$ cat src/rtl/infernet_net_pkg.sv
// Shared network constants, transmit state encoding and address byte helper
// used by the inference engine's Ethernet/IP paths.
package infernet_net_pkg;

   localparam logic [15:0] ETH_HDR_SIZE_BYTES = 16'd14;
   localparam logic [15:0] IP_HDR_SIZE_BYTES  = 16'd24;
   localparam logic [15:0] USER_DATA_BYTES    = 16'd785;
   localparam logic [15:0] RESULT_BYTES       = 16'd2;
   localparam logic [15:0] ETHERTYPE_IPV4     = 16'h0800;
   localparam logic [7:0]  IP_VER_IHL         = 8'h46;
   localparam logic [15:0] IP_TOTAL_LENGTH    = 16'd26;
   localparam logic [7:0]  IP_TTL             = 8'h40;
   localparam logic [7:0]  IP_PROTOCOL        = 8'hFD;

   typedef enum logic [1:0] {
      IDLE         = 2'd0,
      SEND_ETH_HDR = 2'd1,
      SEND_IP_HDR  = 2'd2,
      SEND_PAYLOAD = 2'd3
   } tx_state_t;

   // Header byte k of an address field carries address bits [8k+7:8k].
   function automatic logic [7:0] addr_byte(input logic [47:0] addr, input logic [2:0] idx);
      return addr[{idx, 3'b000} +: 8];
   endfunction

endpackage

$ cat src/rtl/counter_sync_reset.sv
// Up-counter with synchronous clear (clear wins over increment) and
// asynchronous active-low reset.
module counter_sync_reset #(
   parameter int SIZE = 16
) (
   input  logic            ACLK,
   input  logic            ARESET,
   input  logic            clear,
   input  logic            incr,
   output logic [SIZE-1:0] count
);

   logic [SIZE-1:0] count_q;
   logic [SIZE-1:0] count_d;

   // Next count: clear, increment or hold.
   always_comb begin
      count_d = count_q;
      if (clear) begin
         count_d = '0;
      end else if (incr) begin
         count_d = count_q + SIZE'(1);
      end else begin
         count_d = count_q;
      end
   end

   // Count register.
   always_ff @(posedge ACLK or negedge ARESET) begin
      if (!ARESET) begin
         count_q <= '0;
      end else begin
         count_q <= count_d;
      end
   end

   assign count = count_q;

endmodule

$ cat src/rtl/ip_packet_tx.sv
// Result transmitter: turns each accepted inference result into a 40-byte
// Ethernet/IPv4 frame streamed byte-wise over AXI-Stream to the MAC.
module ip_packet_tx
   import infernet_net_pkg::*;
(
   input  logic        ACLK,
   input  logic        ARESET,
   input  logic [31:0] ACCELERATOR_IP_ADDRESS,
   input  logic [47:0] ACCELERATOR_MAC_ADDRESS,
   input  logic [31:0] DST_IP_ADDRESS,
   input  logic [47:0] DST_MAC_ADDRESS,
   input  logic [7:0]  RESULT_META,
   input  logic [7:0]  RESULT_CLASS,
   input  logic        RESULT_VALID,
   output logic        RESULT_READY,
   output logic [7:0]  MAC_DATA_IN,
   output logic        MAC_DATA_VALID,
   input  logic        MAC_DATA_READY,
   output logic        MAC_DATA_LAST,
   output logic        BUSY
);

   tx_state_t   state_q, state_d;
   logic [15:0] byte_cnt;
   logic [47:0] dst_mac_q, dst_mac_d, src_mac_q, src_mac_d;
   logic [31:0] dst_ip_q, dst_ip_d, src_ip_q, src_ip_d;
   logic [7:0]  meta_q, meta_d, class_q, class_d;
   logic [7:0]  tx_byte;
   logic        accept;
   logic        xfer;

   assign accept = RESULT_VALID && (state_q == IDLE);
   assign xfer   = MAC_DATA_VALID && MAC_DATA_READY;

   // Section sequencing; each section ends on the transfer of its last byte.
   always_comb begin
      state_d = state_q;
      case (state_q)
         IDLE: begin
            if (accept) state_d = SEND_ETH_HDR;
            else        state_d = IDLE;
         end
         SEND_ETH_HDR: begin
            if (xfer && (byte_cnt == ETH_HDR_SIZE_BYTES - 16'd1)) state_d = SEND_IP_HDR;
            else                                                   state_d = SEND_ETH_HDR;
         end
         SEND_IP_HDR: begin
            if (xfer && (byte_cnt == IP_HDR_SIZE_BYTES - 16'd1)) state_d = SEND_PAYLOAD;
            else                                                  state_d = SEND_IP_HDR;
         end
         SEND_PAYLOAD: begin
            if (xfer && (byte_cnt == RESULT_BYTES - 16'd1)) state_d = IDLE;
            else                                             state_d = SEND_PAYLOAD;
         end
         default: state_d = IDLE;
      endcase
   end

   // Capture the frame contents only on accept so later input changes are ignored.
   always_comb begin
      dst_mac_d = dst_mac_q;
      src_mac_d = src_mac_q;
      dst_ip_d  = dst_ip_q;
      src_ip_d  = src_ip_q;
      meta_d    = meta_q;
      class_d   = class_q;
      if (accept) begin
         dst_mac_d = DST_MAC_ADDRESS;
         src_mac_d = ACCELERATOR_MAC_ADDRESS;
         dst_ip_d  = DST_IP_ADDRESS;
         src_ip_d  = ACCELERATOR_IP_ADDRESS;
         meta_d    = RESULT_META;
         class_d   = RESULT_CLASS;
      end else begin
         dst_mac_d = dst_mac_q;
      end
   end

   // State register.
   always_ff @(posedge ACLK or negedge ARESET) begin
      if (!ARESET) begin
         state_q <= IDLE;
      end else begin
         state_q <= state_d;
      end
   end

   // Latched frame contents; no reset needed as they are only read mid-frame.
   always_ff @(posedge ACLK) begin
      dst_mac_q <= dst_mac_d;
      src_mac_q <= src_mac_d;
      dst_ip_q  <= dst_ip_d;
      src_ip_q  <= src_ip_d;
      meta_q    <= meta_d;
      class_q   <= class_d;
   end

   counter_sync_reset #(.SIZE(16)) u_byte_cnt (
      .ACLK   (ACLK),
      .ARESET (ARESET),
      .clear  (state_d != state_q),
      .incr   (xfer),
      .count  (byte_cnt)
   );

   // Byte selection from state and in-section offset.
   always_comb begin
      tx_byte = 8'h00;
      case (state_q)
         SEND_ETH_HDR: begin
            if (byte_cnt < 16'd6)        tx_byte = addr_byte(dst_mac_q, 3'(byte_cnt));
            else if (byte_cnt < 16'd12)  tx_byte = addr_byte(src_mac_q, 3'(byte_cnt - 16'd6));
            else if (byte_cnt == 16'd12) tx_byte = ETHERTYPE_IPV4[15:8];
            else if (byte_cnt == 16'd13) tx_byte = ETHERTYPE_IPV4[7:0];
            else                         tx_byte = 8'h00;
         end
         SEND_IP_HDR: begin
            case (byte_cnt)
               16'd0:  tx_byte = IP_VER_IHL;
               16'd2:  tx_byte = IP_TOTAL_LENGTH[15:8];
               16'd3:  tx_byte = IP_TOTAL_LENGTH[7:0];
               16'd8:  tx_byte = IP_TTL;
               16'd9:  tx_byte = IP_PROTOCOL;
               16'd16, 16'd17, 16'd18, 16'd19:
                  tx_byte = addr_byte({16'h0000, src_ip_q}, 3'(byte_cnt - 16'd16));
               16'd20, 16'd21, 16'd22, 16'd23:
                  tx_byte = addr_byte({16'h0000, dst_ip_q}, 3'(byte_cnt - 16'd20));
               default: tx_byte = 8'h00;
            endcase
         end
         SEND_PAYLOAD: begin
            if (byte_cnt == 16'd0)      tx_byte = meta_q;
            else if (byte_cnt == 16'd1) tx_byte = class_q;
            else                        tx_byte = 8'h00;
         end
         default: tx_byte = 8'h00;
      endcase
   end

   assign RESULT_READY   = (state_q == IDLE);
   assign BUSY           = (state_q != IDLE);
   assign MAC_DATA_VALID = (state_q != IDLE);
   assign MAC_DATA_IN    = tx_byte;
   assign MAC_DATA_LAST  = (state_q == SEND_PAYLOAD) && (byte_cnt == RESULT_BYTES - 16'd1);

endmodule

$ cat config.mk
export PLATFORM = sky130hd
export DESIGN_NAME = ip_packet_tx
export DESIGN_NICKNAME = d
export VERILOG_FILES = /design/src/rtl/infernet_net_pkg.sv /design/src/rtl/counter_sync_reset.sv /design/src/rtl/ip_packet_tx.sv
export SDC_FILE = /design/constraint.sdc
export NUM_CORES = 1
export LEC_CHECK = 0
export CAP_MARGIN = 40
export CORE_MARGIN = 2
export CORE_UTILIZATION = 28
export CTS_BUF_LIST = sky130_fd_sc_hd__clkbuf_8
export DETAILED_ROUTE_END_ITERATION = 10
export PLACE_DENSITY = 0.62
export RECOVER_POWER = 25
export SYNTH_ARGS = -nofsm -noshare
export SYNTH_HDL_FRONTEND = slang
export SYNTH_HIERARCHICAL = 1
export SYNTH_SLANG_ARGS = --single-unit
$ cat constraint.sdc
create_clock -name ACLK -period 13.9 [get_ports ACLK]
set_clock_uncertainty 0.2 [all_clocks]
set_input_delay 2.78 -clock ACLK [delete_from_list [all_inputs] [get_ports ACLK]]
set_output_delay 2.78 -clock ACLK [all_outputs]
set_load 0.02 [all_outputs]
==> impl_metrics.tcl, run 1 <==
set metrics [dict create \
    path_class "register to output port" \
    area_delta_synth_final_pct 33.11 \
    placed_area_um2 10500 \
    cts_tree "done" \
    pre_cts_slack_ps 7492 \
    grt_max_degree 177 \
    final-setup-viol-count 0 \
    viasPerCell 4.615 \
    cts_made_buffers 17 \
    startpoint_type "register" \
    setup_tns_ps 0 \
    crit_arrival_ps 3930 \
    synth_warnings 6 \
    postSynthNetCount 675 \
    synth_cell_type_count 60 \
    syn-cell-area_um2 8208 \
    outcome "completed" \
    clk_latency_ps 470 \
    portBuffers 191 \
    ioPinCount 192 \
    fin_nets 864 \
    drt_pass1_iterations 5 \
    detail-route-antenna-nets 0 \
    hold_buffers 0 \
    worst_pin_slew_ps 1038 \
    p_per_area_nw_per_um2 155.6 \
    postCtsSetupBuffers 0 \
    place_congestion 0.8462 \
    p_switching_w 0.0005986 \
    ys_seq_elements 194 \
    final_core_util 0.3796 \
    clkSinkCount 194 \
    dp_hpwl_um 14720 \
    worstPathMaxFanout 20 \
    drt-total-wl_um 20570 \
    grt_pass1_vias 5030 \
    max_slew_margin 0.3080 \
    core-area_um2 28780 \
    synth_enable_flop_cells 176 \
    pwr-share-seq 0.424 \
    grt-ovfl-total 0 \
    drv_slew 0 \
    initial_core_util 0.2852 \
    vias 4984 \
    min_path_type "register to register" \
    rsz0062_at_grt "no" \
    power_switching_share 0.3522 \
    worstReg2RegEnd "u_byte_cnt/count[15]" \
    critical_path_required_ps 10920 \
    rr_worst_depth 10 \
    die_h_um 175.2 \
    synth-async-reset-ratio 0.09278 \
    period_share 0.4971 \
    internal_power_w 0.001101 \
    hold_path.startpoint "u_byte_cnt/count[13]" \
    syn_area_per_cell_um2 16.65 \
    r2r_slack_ps 9540 \
    combPwrFrac 0.348 \
    wl_per_cell_um 19.04 \
    grt_use_total 0.1354 \
    holdPathEnd "u_byte_cnt/count[13]" \
    drc 0 \
    endpoint_kind "output port" \
    max_cap_viol_count 0 \
    netlist_instances 493 \
    hold_depth 2 \
    drtIter0Drc 351 \
    final_area_um2 10930 \
    finalHoldViolCount 0 \
    fin_ws_ps 6990 \
    clkTransAtPathRegs_ps 110 \
    leakagePower_nw 3.671 \
    p_clk_frac 0.227 \
    synth_largest_area_cell "edfxtp_1" \
    ys.flop_type "edfxtp_1" \
    clk_path_buf_depth 2 \
    cts-htree-levels 4 \
    grt_pass1_wl_um 30620 \
    yosys-top-cells-area "edfxtp_1 64%, mux4_2 7.4%, dfrtp_1 5.5%" \
    yosysSeqAreaShare 0.6988 \
    die_x_um 175.2 \
    timing.rr.start "u_byte_cnt/count[0]" \
    synth_top_cell_area_share 0.6439 \
    irDropWorstVdd_mv 0.07209 \
    die_area_um2 30700 \
    max_freq_mhz 144.7 \
    cts_resized 0 \
    drive_gt1_frac 0.1309 \
    num_rows 62 \
    fin_crit_ps 6910 \
    cts-root-buf "clkbuf_8" \
    antenna_found_initial 1 \
]
## power groups by stage
stage          combinational, W  clock [W]  sequential (W)
2_1_floorplan          0.000421          0        0.000712
3_3_place_gp           0.000601          0        0.000733
3_5_place_dp           0.000605          0        0.000734
4_1_cts                0.000607   0.000400        0.000721
5_1_grt                0.000635   0.000422        0.000728
6_report               0.000592   0.000387        0.000721
## placed cells by master, fill, tap and decap left out, types with 3 or more instances in the layout
master,count
mux2i_1,23
a221oi_1,4
nor3_1,5
o21ai_0,8
dlygate4sd3_1,100
or3_1,5
edfxtp_1,176
clkdlybuf4s50_1,91
mux2_2,11
xnor2_1,9
nor2_1,33
inv_1,23
xor2_1,3
nand3_1,6
a221o_1,4
a22oi_1,4
mux4_2,27
nand2_1,16
clkinv_1,3
nor2b_1,8
o21ai_1,3
nor4_2,5
a21oi_1,10
dfrtp_1,16
clkinv_8,4
nand4_1,10
nor4_1,4
o22ai_1,13
inv_8,3
clkbuf_8,17
## how the worst max path moves through the flow
stage | from | to | slack, ps | cells past startpoint
3_5_place_dp | u_byte_cnt/count[0] | MAC_DATA_IN[4] | 7490 | 6
3_3_place_gp | u_byte_cnt/count[0] | MAC_DATA_IN[4] | 7510 | 6
5_1_grt | u_byte_cnt/count[2] | MAC_DATA_IN[4] | 6770 | 6
6_report | u_byte_cnt/count[2] | MAC_DATA_IN[4] | 6990 | 6
2_1_floorplan | RESULT_VALID | class_q[0] | 2910 | 2
4_1_cts | u_byte_cnt/count[0] | MAC_DATA_IN[4] | 6960 | 6
## state kept, by name, indices dropped and copies added (netlist names)
signal,cells
u_byte_cnt/count,16
class_q,8
src_mac_q,48
meta_q,8
dst_ip_q,32
src_ip_q,32
state_q,2
dst_mac_q,48
## cells by family (layout without fill, tap and decap cells)
| group | count (synthesis) | after routing | share of synthesized area |
|---|---|---|---|
| compound gates | 63 | 63 | 0.05549 |
| xor+xnor | 12 | 12 | 0.01281 |
| fa+ha+maj | 2 | 2 | 0.003048 |
| buf+inv | 50 | 252 | 0.03094 |
| flops | 194 | 194 | 0.6988 |
| mux | 63 | 63 | 0.1204 |
| other cells | 0 | 1 | 0 |
| simple gates | 109 | 109 | 0.07851 |
## worst max-delay path, cell delays in order, from the launching register on
cell and delay [ps]:
dfrtp_1 630, ha_1 780, nor2b_1 610, a221oi_1 190, or3_1 430, o311ai_2 120
clkdlybuf4s50_1 700
## synth_stat cells, types with 2 or more instances
cell type,count
a21oi_1,10
a221o_1,4
a221oi_1,4
a22oi_1,4
a31o_1,2
and3_1,2
and3b_1,2
buf_2,5
buf_4,8
buf_6,4
clkbuf_1,7
clkinv_1,2
dfrtp_1,18
edfxtp_1,176
ha_1,2
inv_1,23
mux2_2,11
mux2i_1,23
mux4_2,27
nand2_1,16
nand2b_1,2
nand3_1,6
nand4_1,10
nor2_1,34
nor2b_1,8
nor3_1,5
nor4_1,4
nor4_2,5
nor4_4,2
o2111ai_1,2
o21ai_0,8
o21ai_1,3
o22ai_1,13
or3_1,5
xnor2_1,9
xor2_1,3
## metrics by stage
step / power, W / cells / hold WS [ps]
2_1_floorplan: 0.001133 / 493 / 370.4
3_3_place_gp: 0.001334 / 1046 / 408.0
5_1_grt: 0.001785 / 1079 / 470.9
4_1_cts: 0.001728 / 1079 / 441.4
3_5_place_dp: 0.001339 / 1047 / 419.2
6_report: 0.001700 / 1080 / 441.4
## metal layers
metal / vias to the layer above / global-route usage / part of all wire
li1: 2322 / - / -
met1: 2463 / 0.1851 / 0.45
met2: 184 / 0.2169 / 0.48
met3: 15 / 0.03111 / 0.053
met4: 0 / 0.03611 / 0.012
met5: - / 0 / 0
## cell type report
cell class,count,area [µm²]
Sequential cell,194,5741
Clock inverter,15,190.2
Multi-Input combinational cell,249,2226
Antenna cell,1,2.502
Clock buffer,17,234.0
Fill cell,2685,17850
Inverter,25,93.84
Timing Repair Buffer,195,1958
Tap cell,384,480.5
Note: power is estimated with default switching activity, not from simulation.
==> run 2, diff against run 1 <==
Clock period 13.9 ns to 6.6 ns, I/O delays scaled along.
==> impl_metrics.tcl, run 2 (same netlist as run 1, synthesis figures left out) <==
set metrics [dict create \
    grt_pass1_vias 5100 \
    cts_resized 0 \
    path_class "register to output port" \
    irDropWorstVdd_mv 0.1424 \
    viasPerCell 4.592 \
    fin_nets 866 \
    min_path_type "register to register" \
    detail-route-antenna-nets 0 \
    place_congestion 0.8789 \
    critical_path_required_ps 5080 \
    hold_buffers 0 \
    p_per_area_nw_per_um2 322.6 \
    grt_pass1_wl_um 30480 \
    power.total_w 0.003530 \
    drv_slew 0 \
    startpoint "u_byte_cnt/count[2]" \
    max_slew_margin 0.4235 \
    cts_tree "done" \
    pre_cts_slack_ps 1560 \
    period_share 0.8420 \
    core-area_um2 28780 \
    wl_per_cell_um 18.72 \
    cts-htree-levels 4 \
    area_delta_synth_final_pct 33.34 \
    drc 0 \
    grt-ovfl-total 0 \
    clk_latency_ps 460 \
    max_freq_mhz 179.9 \
    worstPathMaxFanout 20 \
    clkTransAtPathRegs_ps 110 \
    drive_gt1_frac 0.1334 \
    cts_made_buffers 17 \
    leakagePower_nw 3.682 \
    num-fill-cells 2662 \
    crit_arrival_ps 4040 \
    finalHoldViolCount 0 \
    final-setup-viol-count 0 \
    die_x_um 175.2 \
    dp_hpwl_um 14600 \
    antenna_found_initial 5 \
    slowest_stage "ha_1" \
    fin_ws_ps 1043 \
    worst_pin_slew_ps 864.7 \
    drt_pass1_iterations 4 \
    grt_max_degree 109 \
    portBuffers 191 \
    mostFrequentLayoutCell "edfxtp_1" \
    initial_core_util 0.2852 \
    drt-total-wl_um 20310 \
    outcome "completed" \
    startpoint_type "register" \
    vias 4982 \
    worstPathCellList "ha_1, nor2b_1, a221oi_1, or3_1, o311ai_2, clkdlybuf4s50_1" \
    final_cell_mix "176 x edfxtp_1, 96 x dlygate4sd3_1, 95 x clkdlybuf4s50_1" \
    die_area_um2 30700 \
    grt_use_total 0.1338 \
    rsz0062_at_grt "no" \
    cp_slowest_stage_delay_ps 830 \
    ioPinCount 192 \
    worst-path-buf-inv 1 \
    endpoint_kind "output port" \
    postCtsSetupBuffers 0 \
    die_h_um 175.2 \
    critical_path.top_delay_family "simple AND/OR/NAND/NOR gates" \
    clkSinkCount 194 \
    num_rows 62 \
    cts-root-buf "clkbuf_8" \
    timing.rr.start "u_byte_cnt/count[2]" \
    fin_crit_ps 5557 \
    max_cap_viol_count 0 \
    drtIter0Drc 441 \
    hold_path.startpoint "u_byte_cnt/count[13]" \
    clk_path_buf_depth 2 \
    largestRegisters "dst_mac_q: 48 flops, src_mac_q: 48 flops" \
    setup_tns_ps 0 \
]
[run 2: changes by cell type in the layout (fill, tap and decap cells not counted), sizes merged]
| cell | change |
|---|---|
| clkinv | +3 |
| diode | +3 |
| clkinvlp | -1 |
| dlygate4sd3 | -4 |
| inv | -1 |
| bufinv | -1 |
| clkdlybuf4s50 | +4 |
| buf | +2 |
[run 2: worst reg2reg max path: stages, from the launching register on]
cell and delay [ps]:
dfrtp_1 790, and3b_1 260, nand4_1 590, o22ai_1 390, a21o_1 620, o211ai_4 240
nor3_2 280, nor3b_2 240, mux2_4 310
[run 2: layer usage]
layer  up-vias  global-route usage  wire, µm
met4         2             0.03646       235
met3        12             0.04547      1494
met1      2467              0.1713      8550
met2       172              0.2165     10020
met5         -                   0         7
li1       2329                   -         -
[run 2: report_power, final]
group	internal (W)	switching, W
Clock	0.000286	0.000493
Combinational	0.000575	0.000617
Sequential	0.00142	0.000140
Total	0.00228	0.00125
[run 2: layout make-up]
cell class,count,area [µm²],share of cell area
sequential,194,5741,0.5245
multi-input combinational,249,2226,0.2034
timing repair buffer,197,1989,0.1818
tap,384,480.5,0.04390
clock buffer,17,234.0,0.02138
clock inverter,15,170.2,0.01555
inverter,25,93.84,0.008574
antenna,4,10.01,0.0009146
[run 2: worst paths after layout]
kind / slack [ps] / end / depth (start not counted)
max reg2reg: 2570 / u_byte_cnt/count[15] / 8
max in group asynchronous: 4780 / u_byte_cnt/count[0] / 2
min in group asynchronous: 980 / state_q[1] / 1
min: 430 / u_byte_cnt/count[13] / 2
max: 1040 / MAC_DATA_IN[4] / 6
min reg2reg: 430 / u_byte_cnt/count[13] / 2
[run 2: stage by stage]
stage | std cells | hold slack, ps | utilization | area (µm²)
after floorplan | 493 | 370.4 | - | 8210
after global placement | 1047 | 410.0 | 0.3647 | 10500
after detailed placement | 1049 | 422.5 | 0.3659 | 10530
after CTS | 1081 | 438.2 | 0.3799 | 10930
after global routing | 1081 | 445.2 | 0.3799 | 10930
final | 1085 | 433.2 | 0.3803 | 10940
